===== src/rtl/ex_muldiv_sequencer.sv =====
// Multi-cycle RV64M multiply/divide sequencer for the EX stage.
// Radix-2 shift-add multiply and restoring divide on operand magnitudes, sign fixed at the end.
module ex_muldiv_sequencer #(
  parameter int unsigned XLEN = 64
) (
  input  logic            clk,
  input  logic            rst,
  input  logic            StartE,
  input  logic            FlushE,
  input  logic [2:0]      funct3E,
  input  logic            WordOpE,
  input  logic [XLEN-1:0] OperandAE,
  input  logic [XLEN-1:0] OperandBE,
  output logic            StallE,
  output logic            Busy,
  output logic            ResultValid,
  output logic [XLEN-1:0] MulDivResult
);

  localparam int unsigned HW = XLEN / 2;
  localparam int unsigned PW = 2 * XLEN;
  localparam int unsigned CW = $clog2(XLEN + 1);

  localparam logic [2:0] OP_MUL    = 3'b000;
  localparam logic [2:0] OP_MULH   = 3'b001;
  localparam logic [2:0] OP_MULHSU = 3'b010;
  localparam logic [2:0] OP_DIV    = 3'b100;
  localparam logic [2:0] OP_REM    = 3'b110;

  typedef enum logic [1:0] {S_IDLE, S_RUN, S_DONE} state_t;

  function automatic logic [XLEN-1:0] word_fix(input logic word, input logic [XLEN-1:0] v);
    return word ? {{HW{v[HW-1]}}, v[HW-1:0]} : v;
  endfunction

  function automatic logic [XLEN-1:0] ext_op(input logic word, input logic sgn,
                                             input logic [XLEN-1:0] v);
    if (!word) return v;
    return sgn ? {{HW{v[HW-1]}}, v[HW-1:0]} : {{HW{1'b0}}, v[HW-1:0]};
  endfunction

  state_t          state;
  logic [CW-1:0]   count;
  logic [2:0]      op_q;
  logic            word_q, neg_q, rneg_q, busy_q, valid_q;
  logic [PW-1:0]   mcand_q, prod_q;
  logic [XLEN-1:0] mplier_q, quot_q, rem_q, dvsr_q, result_q;

  logic [2:0]      op_e;
  logic            is_div_e, a_sgn_e, b_sgn_e, a_neg_e, b_neg_e;
  logic            div_zero_e, div_ovf_e, special_e;
  logic [XLEN-1:0] a_ext_e, b_ext_e, a_mag_e, b_mag_e, min_e, special_res_e;

  // Issue-side decode: operand extension, magnitudes and one-cycle special divides
  always_comb begin
    op_e          = (WordOpE && !funct3E[2]) ? OP_MUL : funct3E;
    is_div_e      = op_e[2];
    a_sgn_e       = (op_e == OP_MULH) || (op_e == OP_MULHSU) || (op_e == OP_DIV) || (op_e == OP_REM);
    b_sgn_e       = (op_e == OP_MULH) || (op_e == OP_DIV) || (op_e == OP_REM);
    a_ext_e       = ext_op(WordOpE, a_sgn_e, OperandAE);
    b_ext_e       = ext_op(WordOpE, b_sgn_e, OperandBE);
    a_neg_e       = a_sgn_e & a_ext_e[XLEN-1];
    b_neg_e       = b_sgn_e & b_ext_e[XLEN-1];
    a_mag_e       = a_neg_e ? -a_ext_e : a_ext_e;
    b_mag_e       = b_neg_e ? -b_ext_e : b_ext_e;
    min_e         = WordOpE ? {{(HW+1){1'b1}}, {(HW-1){1'b0}}} : {1'b1, {(XLEN-1){1'b0}}};
    div_zero_e    = is_div_e && (b_ext_e == '0);
    div_ovf_e     = is_div_e && !op_e[0] && (a_ext_e == min_e) && (b_ext_e == '1);
    special_e     = div_zero_e | div_ovf_e;
    special_res_e = '0;
    if (div_zero_e) special_res_e = op_e[1] ? a_ext_e : '1;
    else            special_res_e = op_e[1] ? '0 : min_e;
    special_res_e = word_fix(WordOpE, special_res_e);
  end

  logic [PW-1:0]   prod_nxt, full_prod;
  logic [XLEN:0]   trial;
  logic [XLEN-1:0] rem_nxt, quot_nxt, q_sgn, r_sgn, final_res;

  // One engine iteration plus the sign/selection of the result on the last iteration
  always_comb begin
    prod_nxt  = mplier_q[0] ? prod_q + mcand_q : prod_q;
    trial     = {rem_q, quot_q[XLEN-1]} - {1'b0, dvsr_q};
    rem_nxt   = trial[XLEN] ? {rem_q[XLEN-2:0], quot_q[XLEN-1]} : trial[XLEN-1:0];
    quot_nxt  = {quot_q[XLEN-2:0], ~trial[XLEN]};
    full_prod = neg_q ? -prod_nxt : prod_nxt;
    q_sgn     = neg_q ? -quot_nxt : quot_nxt;
    r_sgn     = rneg_q ? -rem_nxt : rem_nxt;
    final_res = '0;
    if (op_q[2])              final_res = op_q[1] ? r_sgn : q_sgn;
    else if (op_q[1:0] == 2'b00) final_res = full_prod[XLEN-1:0];
    else                      final_res = full_prod[PW-1:XLEN];
    final_res = word_fix(word_q, final_res);
  end

  // Sequencer state and datapath registers
  always_ff @(posedge clk or negedge rst) begin
    if (!rst) begin
      state    <= S_IDLE;
      count    <= '0;
      op_q     <= '0;
      word_q   <= 1'b0;
      neg_q    <= 1'b0;
      rneg_q   <= 1'b0;
      mcand_q  <= '0;
      prod_q   <= '0;
      mplier_q <= '0;
      quot_q   <= '0;
      rem_q    <= '0;
      dvsr_q   <= '0;
      busy_q   <= 1'b0;
      valid_q  <= 1'b0;
      result_q <= '0;
    end else begin
      case (state)
        S_IDLE: begin
          valid_q <= 1'b0;
          if (StartE && !FlushE) begin
            op_q     <= op_e;
            word_q   <= WordOpE;
            neg_q    <= a_neg_e ^ b_neg_e;
            rneg_q   <= a_neg_e;
            mcand_q  <= PW'(a_mag_e);
            mplier_q <= b_mag_e;
            prod_q   <= '0;
            quot_q   <= WordOpE ? {a_mag_e[HW-1:0], {HW{1'b0}}} : a_mag_e;
            rem_q    <= '0;
            dvsr_q   <= b_mag_e;
            count    <= WordOpE ? CW'(HW) : CW'(XLEN);
            if (special_e) begin
              result_q <= special_res_e;
              valid_q  <= 1'b1;
              state    <= S_DONE;
            end else begin
              busy_q <= 1'b1;
              state  <= S_RUN;
            end
          end
        end
        S_RUN: begin
          if (FlushE) begin
            busy_q <= 1'b0;
            state  <= S_IDLE;
          end else begin
            prod_q   <= prod_nxt;
            mcand_q  <= mcand_q << 1;
            mplier_q <= mplier_q >> 1;
            quot_q   <= quot_nxt;
            rem_q    <= rem_nxt;
            count    <= count - CW'(1);
            if (count == CW'(1)) begin
              result_q <= final_res;
              busy_q   <= 1'b0;
              valid_q  <= 1'b1;
              state    <= S_DONE;
            end
          end
        end
        S_DONE: begin
          valid_q <= 1'b0;
          state   <= S_IDLE;
        end
        default: begin
          busy_q  <= 1'b0;
          valid_q <= 1'b0;
          state   <= S_IDLE;
        end
      endcase
    end
  end

  // Stall must rise in the issue cycle itself, so it is decoded from the current state
  assign StallE       = rst & (((state == S_IDLE) & StartE & ~FlushE) | (state == S_RUN));
  assign Busy         = busy_q;
  assign ResultValid  = valid_q;
  assign MulDivResult = result_q;

endmodule


===== config.mk =====
export PLATFORM = sky130hd
export DESIGN_NAME = ex_muldiv_sequencer
export DESIGN_NICKNAME = d
export VERILOG_FILES = /design/src/rtl/ex_muldiv_sequencer.sv
export SDC_FILE = /design/constraint.sdc
export NUM_CORES = 2
export LEC_CHECK = 0
export CAP_MARGIN = 20
export CELL_PAD_IN_SITES_DETAIL_PLACEMENT = 1
export CELL_PAD_IN_SITES_GLOBAL_PLACEMENT = 1
export CORE_ASPECT_RATIO = 0.9
export CORE_MARGIN = 1.5
export CORE_UTILIZATION = 25
export CTS_CLUSTER_DIAMETER = 100
export DETAILED_ROUTE_END_ITERATION = 12
export GPL_ROUTABILITY_DRIVEN = 0
export HOLD_SLACK_MARGIN = 0.1
export PLACE_DENSITY = 0.46
export SETUP_SLACK_MARGIN = 0.5
export SYNTH_ARGS = -nofsm -noshare
export SYNTH_HDL_FRONTEND = slang
export SYNTH_SLANG_ARGS = --single-unit

===== constraint.sdc =====
create_clock -name clk -period 10.48 [get_ports clk]
set_clock_uncertainty 0.2 [all_clocks]
set_input_delay 1.572 -clock clk [delete_from_list [all_inputs] [get_ports clk]]
set_output_delay 1.572 -clock clk [all_outputs]
set_load 0.02 [all_outputs]

# [Word level (Yosys, flattened, before mapping)]
# Cells that the tools add are included.
[op_classes] addsub=8 n_eq_ne=15 reduce_logical=24 n_bitwise=11 n_mux=61
[ops] operator="two-way mux 64 bit" count=28
[ops] operator="two-way mux 128 bit" count=6
[ops] operator="case mux 128 bit (2 select lines)" count=2
[ops] operator="case mux 64 bit (2 select lines)" count=4
[ops] operator="negator 64 bit" count=4
[ops] operator="adder 128 bit" count=1
[ops] operator="negator 128 bit" count=1
[ops] operator="subtractor 65 x 64 -> 65 bit" count=1
[ops] operator="== test 64 bit" count=1
[ops] operator="== test 64 bit (second input constant)" count=1
[ops] operator="zero test 64 bit" count=1
[ops] operator="two-way mux 63 bit" count=1
[ops] operator="two-way mux 7 bit" count=3
[ops] operator="case mux 7 bit (2 select lines)" count=1
[ops] operator="!= test 2 bit (second input constant)" count=5
[ops] operator="two-way mux 1 bit" count=8
[ops] operator="two-way mux 2 bit" count=4
[ops] operator="== test 7 x 1 -> 1 bit (second input constant)" count=1
[ops] operator="subtractor 7 x 1 -> 7 bit (second input constant)" count=1
[ops] operator="== test 3 bit (second input constant)" count=2
[ops] operator="logical AND 1 bit" count=6
[ops] operator="AND reduction 2 bit" count=3
[ops] operator="AND 1 bit" count=5
[ops] operator="logical OR 1 bit" count=5
[ops] operator="18 further kinds" count=24
[word_totals] word_cells=134 reg_bits=593 out_inout_bits=67

# [Logic depth before layout (Yosys ltp)]
[logic_depth] ltp_word=16 depth_mapped=35

# [Least setup slack after synthesis]
# No wires, ideal clock.
[synth_path] kind="flip-flop to flip-flop" startpoint="register quot_q[63]" endpoint="register result_q[46], in the netlist MulDivResult[46]" path_slack_ps=3008 path_stages_with_launch=36 arrival_ps=7194 path_buffers=7 cell_sequence="dfrtp_1 -> inv_1 -> ha_1 -> inv_1 -> fa_1 -> a211oi_1 -> o211ai_1 -> a21oi_1 -> a211oi_1 -> and3_1 -> nor3_1 -> nor2_1 -> inv_2 -> clkbuf_1 -> clkbuf_1 -> clkbuf_1 -> buf_1 -> buf_1 -> buf_1 -> o21ai_0 -> inv_1 -> ha_1 -> nand2_1 -> nor2_1 -> nand4b_1 -> nor4_1 -> o22ai_1 -> or3_1 -> clkbuf_1 -> or3_1 -> o21ai_0 -> xor2_1 -> a21oi_1 -> a221oi_1 -> o21ai_0 -> a21oi_1"
[synth_between] elab_chain_len=10 elab_cells_between_ends=13 cone_classes="add/sub: 3; mux: 9; bitwise: 1"
[synth_lines] item="from (decl)" line_no="47" source="logic [XLEN-1:0] mplier_q, quot_q, rem_q, dvsr_q, result_q;"
[synth_lines] item="from (signal assigned)" line_no="126" source="quot_q <= WordOpE ? {a_mag_e[HW-1:0], {HW{1'b0}}} : a_mag_e;"
[synth_lines] item="from (signal assigned)" line_no="148" source="quot_q <= quot_nxt;"
[synth_lines] item="subtractor 65 x 64 -> 65 bit" line_no="83" source="trial = {rem_q, quot_q[XLEN-1]} - {1'b0, dvsr_q};"
[synth_lines] item="two-way mux 64 bit or NOT 1 bit (tied branches)" line_no="84, 85"
[synth_lines] item="negator 64 bit (on tied branches)" line_no="88, 87"
[synth_lines] item="two-way mux 64 bit (on tied branches)" line_no="88, 87"
[synth_lines] item="two-way mux 64 bit (*) (2 in a row)" line_no="90" source="if (op_q[2]) final_res = op_q[1] ? r_sgn : q_sgn;"
[synth_lines] item="two-way mux 64 bit (*)" line_no="33" source="return word ? {{HW{v[HW-1]}}, v[HW-1:0]} : v;"
[synth_lines] item="two-way mux 64 bit (*)" line_no="151" source="if (count == CW'(1)) begin"
[synth_lines] item="two-way mux 64 bit (*)" line_no="141" source="if (FlushE) begin"
[synth_lines] item="case mux 64 bit (2 select lines) (*)" line_no="115" source="case (state)"
[synth_lines] item="to (signal assigned)" line_no="131" source="result_q <= special_res_e;"
[synth_lines] item="to (signal assigned)" line_no="152" source="result_q <= final_res;"
[synth_lines] item="to (decl)" line_no="47"
# Mark *: on every way between the ends. The rest lies on a longest branch, timed or not. The select of a mux whose other input is x is not followed.
# A chain may end at the register's enable or synchronous reset.

# [Worst setup path in the final report]
[layout_path] startpoint="register quot_q[63]" endpoint="register result_q[50], in the netlist MulDivResult[50]"
# The elaborated chain is that of the path after synthesis.

==> impl_metrics.toml <==
[logic_synthesis]
synth_nets = 8109
synthArstFlopShare = 1.00
synthesis.instances = 7772
ys_types = 101
syn_area_um2 = 55900
synth_edf_count = 0
synth_ff_type = "dfrtp_1"
yosysSeqAreaShare = 0.266
syn_avg_cell_area_um2 = 7.19
synth-seq-cells = 593
yosysWarnings = 0

[sta]
worstMarginPinSlew_ns = 1.38
slew_viol_final = 0
min_period_over_period = 0.783
rsz0062_at_grt = "false"
maxSlewHeadroom = 0.0832
fin_tns_setup_ns = 0
finalSetupViolCount = 0
period_needed_ns = 8.20
max_freq_ghz = 0.122
hold_viol_final = 0

[detailed_routing]
drt_pass1_iterations = 5
vias = 63700
drt-met1-wl_um = 165000
drt_wl_total_um = 350000
routedWlPerCell_um = 32.4
drt-initial-drc-count = 6586
post-route-drc-count = 0
antenna_left = 0
dr_wl_met2_um = 146000
top_layer = "met5"
vias_per_cell = 5.90
wl_met3_um = 26900

[layout]
fillers = 27100
multi_input_area_um2 = 38600
drive_gt1_frac = 0.0570
final_nets = 8060
final_cell_mix = "nand2_1, o21ai_0, nor2_1"
final_common_cell = "nand2_1"
seqCellArea_um2 = 14900
area_delta_synth_final_pct = 15.1

[clocking]
h-tree-depth = 3
clockBufferDepth = 3
cts.sinks = 593
root_buffer = "clkbuf_16"
post_cts_resize_count = 0
clk_latency_ns = 0.78
cts_tree = "yes"
cts_hold_buf = 0
cts_buffers = 88
post-cts-setup-buffer-count = 0
cts.clk_slew.worst_paths_ns = 0.06

[worst_setup_path]
rr_worst_depth = 29
cp_slowest_cell = "o41ai_1"
worst_ep_required_time_ns = 10.98
r2r_start = "quot_q[63]"
ff2ff_setup_slack_ns = 2.28
startpoint_type = "flop"
end_kind = "flop"
critPathMaxStageDelay_ns = 0.81
r2r_end = "MulDivResult[50]"
startpoint = "quot_q[63]"
crit_path_max_fanout = 20
critPathKind = "flop to flop"
cp.arrival_ns = 8.70

[power]
vdd_ir_drop_max_mv = 0.150
total_power_uw = 14100
p_per_area_nw_per_um2 = 219
p_leak_uw = 0.0255

[die]
core_area_um2 = 222000
row_count = 164
io_pins = 203
start_util = 0.252
dieArea_um2 = 226000
die_x_um = 501
die_h_um = 451

[global_routing]
grt_max_degree = 195
grtUsageTotal = 0.300
antenna_found_initial = 26
first_global_vias = 62100
grt_pass1_wl_um = 489000
grt.overflow.total = 0

[run_status]
outcome = "complete, no violations"

[worst_hold_path]
min_from = "mplier_q[36]"
min_to = "mplier_q[36]"
hold_path.class = "flop to flop"
worstHoldPathCells = 2

[placed_design]
port_buffers = 202
dp_hpwl_um = 281000

[run]
max_cap_viol_count = 0
[final cells by class]
class / instances / share of cell area
Clock inverter: 40 / 0.00934
Sequential cell: 593 / 0.231
Timing Repair Buffer: 361 / 0.0515
Inverter: 165 / 0.00973
Tap cell: 2988 / 0.0581
Antenna cell: 12 / 0.000467
Multi-Input combinational cell: 6514 / 0.601
Clock buffer: 119 / 0.0390
[through the flow]
step	utilization	cells	hold slack [ns]	cell area [um^2]	setup WS [ns]
2_1_floorplan	-	7772	0.247	55900	3.01
3_3_place_gp	0.275	10600	0.263	61000	2.40
3_5_place_dp	0.275	10600	0.273	61100	2.41
4_1_cts	0.289	10800	0.284	64200	2.39
5_1_grt	0.289	10800	0.306	64300	1.51
6_report	0.290	10800	0.279	64300	2.28
[cells by family (layout without fill, tap and decap cells)]
| kind of cell | count (synthesis) | count (layout) | share of synthesized area |
|---|---|---|---|
| AND/OR/NAND/NOR | 3129 | 3129 | 0.261 |
| AO/OA/AOI/OAI | 2628 | 2628 | 0.291 |
| buffers and inverters | 665 | 685 | 0.0454 |
| flip-flops | 593 | 593 | 0.266 |
| XOR/XNOR | 387 | 387 | 0.0607 |
| adder cells (fa/ha/maj) | 201 | 201 | 0.0453 |
| multiplexers | 169 | 169 | 0.0307 |
| other | 0 | 12 | 0 |
[cell usage after synthesis, types with 40 or more instances]
cell type / number / share of area
o211ai_1: 78 / 0.010
a221oi_1: 65 / 0.010
nand2b_1: 51 / 0.0057
nor2b_1: 45 / 0.0050
o31ai_1: 129 / 0.017
nor3_1: 243 / 0.022
a21o_1: 89 / 0.012
nand4_1: 167 / 0.019
nor4_1: 93 / 0.010
ha_1: 199 / 0.045
dfrtp_1: 593 / 0.27
a21oi_1: 703 / 0.063
and3_1: 52 / 0.0058
o21a_1: 56 / 0.0075
and4_1: 41 / 0.0064
inv_1: 162 / 0.011
o22ai_1: 55 / 0.0062
nor2_1: 759 / 0.051
a211oi_1: 70 / 0.0094
o21ai_0: 858 / 0.077
and2_1: 40 / 0.0045
buf_1: 63 / 0.0042
a22o_1: 40 / 0.0063
or3_1: 87 / 0.0097
xnor2_1: 207 / 0.032
xor2_1: 180 / 0.028
a31oi_1: 100 / 0.011
clkbuf_1: 404 / 0.027
mux2i_1: 149 / 0.027
nand2_1: 1164 / 0.078
nand3_1: 226 / 0.020
or2_2: 40 / 0.0045
[worst max path at each step]
stage	slack, ns	cells after the start	end
floorplan	3.01	35	MulDivResult[46]
global placement	2.40	18	MulDivResult[53]
detailed placement	2.41	29	MulDivResult[50]
CTS	2.39	29	MulDivResult[50]
global route	1.51	29	MulDivResult[50]
finish	2.28	29	MulDivResult[50]
[flip-flops by register name (all words and copies together), names as in the netlist]
register	count
mcand_q	128
prod_q	128
MulDivResult	64
dvsr_q	64
mplier_q	64
quot_q	64
rem_q	64
count	7
op_q	3
state	2
Busy	1
ResultValid	1
neg_q	1
rneg_q	1
word_q	1
[layer usage]
layer	global-route usage	vias up
met4	0.0900	18
met1	0.432	32500
met2	0.441	2286
met5	0.00336	-
met3	0.0645	382
li1	-	28500
[critical path, delay by kind of cell (launching register included)]
kind | cells | cell delay, ns
fa+ha+maj | 3 | 0.77
compound gates | 14 | 4.31
flops | 1 | 0.40
xor+xnor | 1 | 0.17
buf+inv | 4 | 0.54
simple gates | 7 | 1.73
[power by group]
| part | leakage [uW] | total [uW] | internal, uW | switching (uW) |
|---|---|---|---|---|
| clock network | 0.00153 | 3340 | 1960 | 1380 |
| registers | 0.00778 | 3570 | 2760 | 809 |
| logic | 0.0161 | 7180 | 2180 | 5000 |
| total | 0.0255 | 14100 | 6910 | 7180 |
No activity file was read; power rests on OpenSTA's default activity.
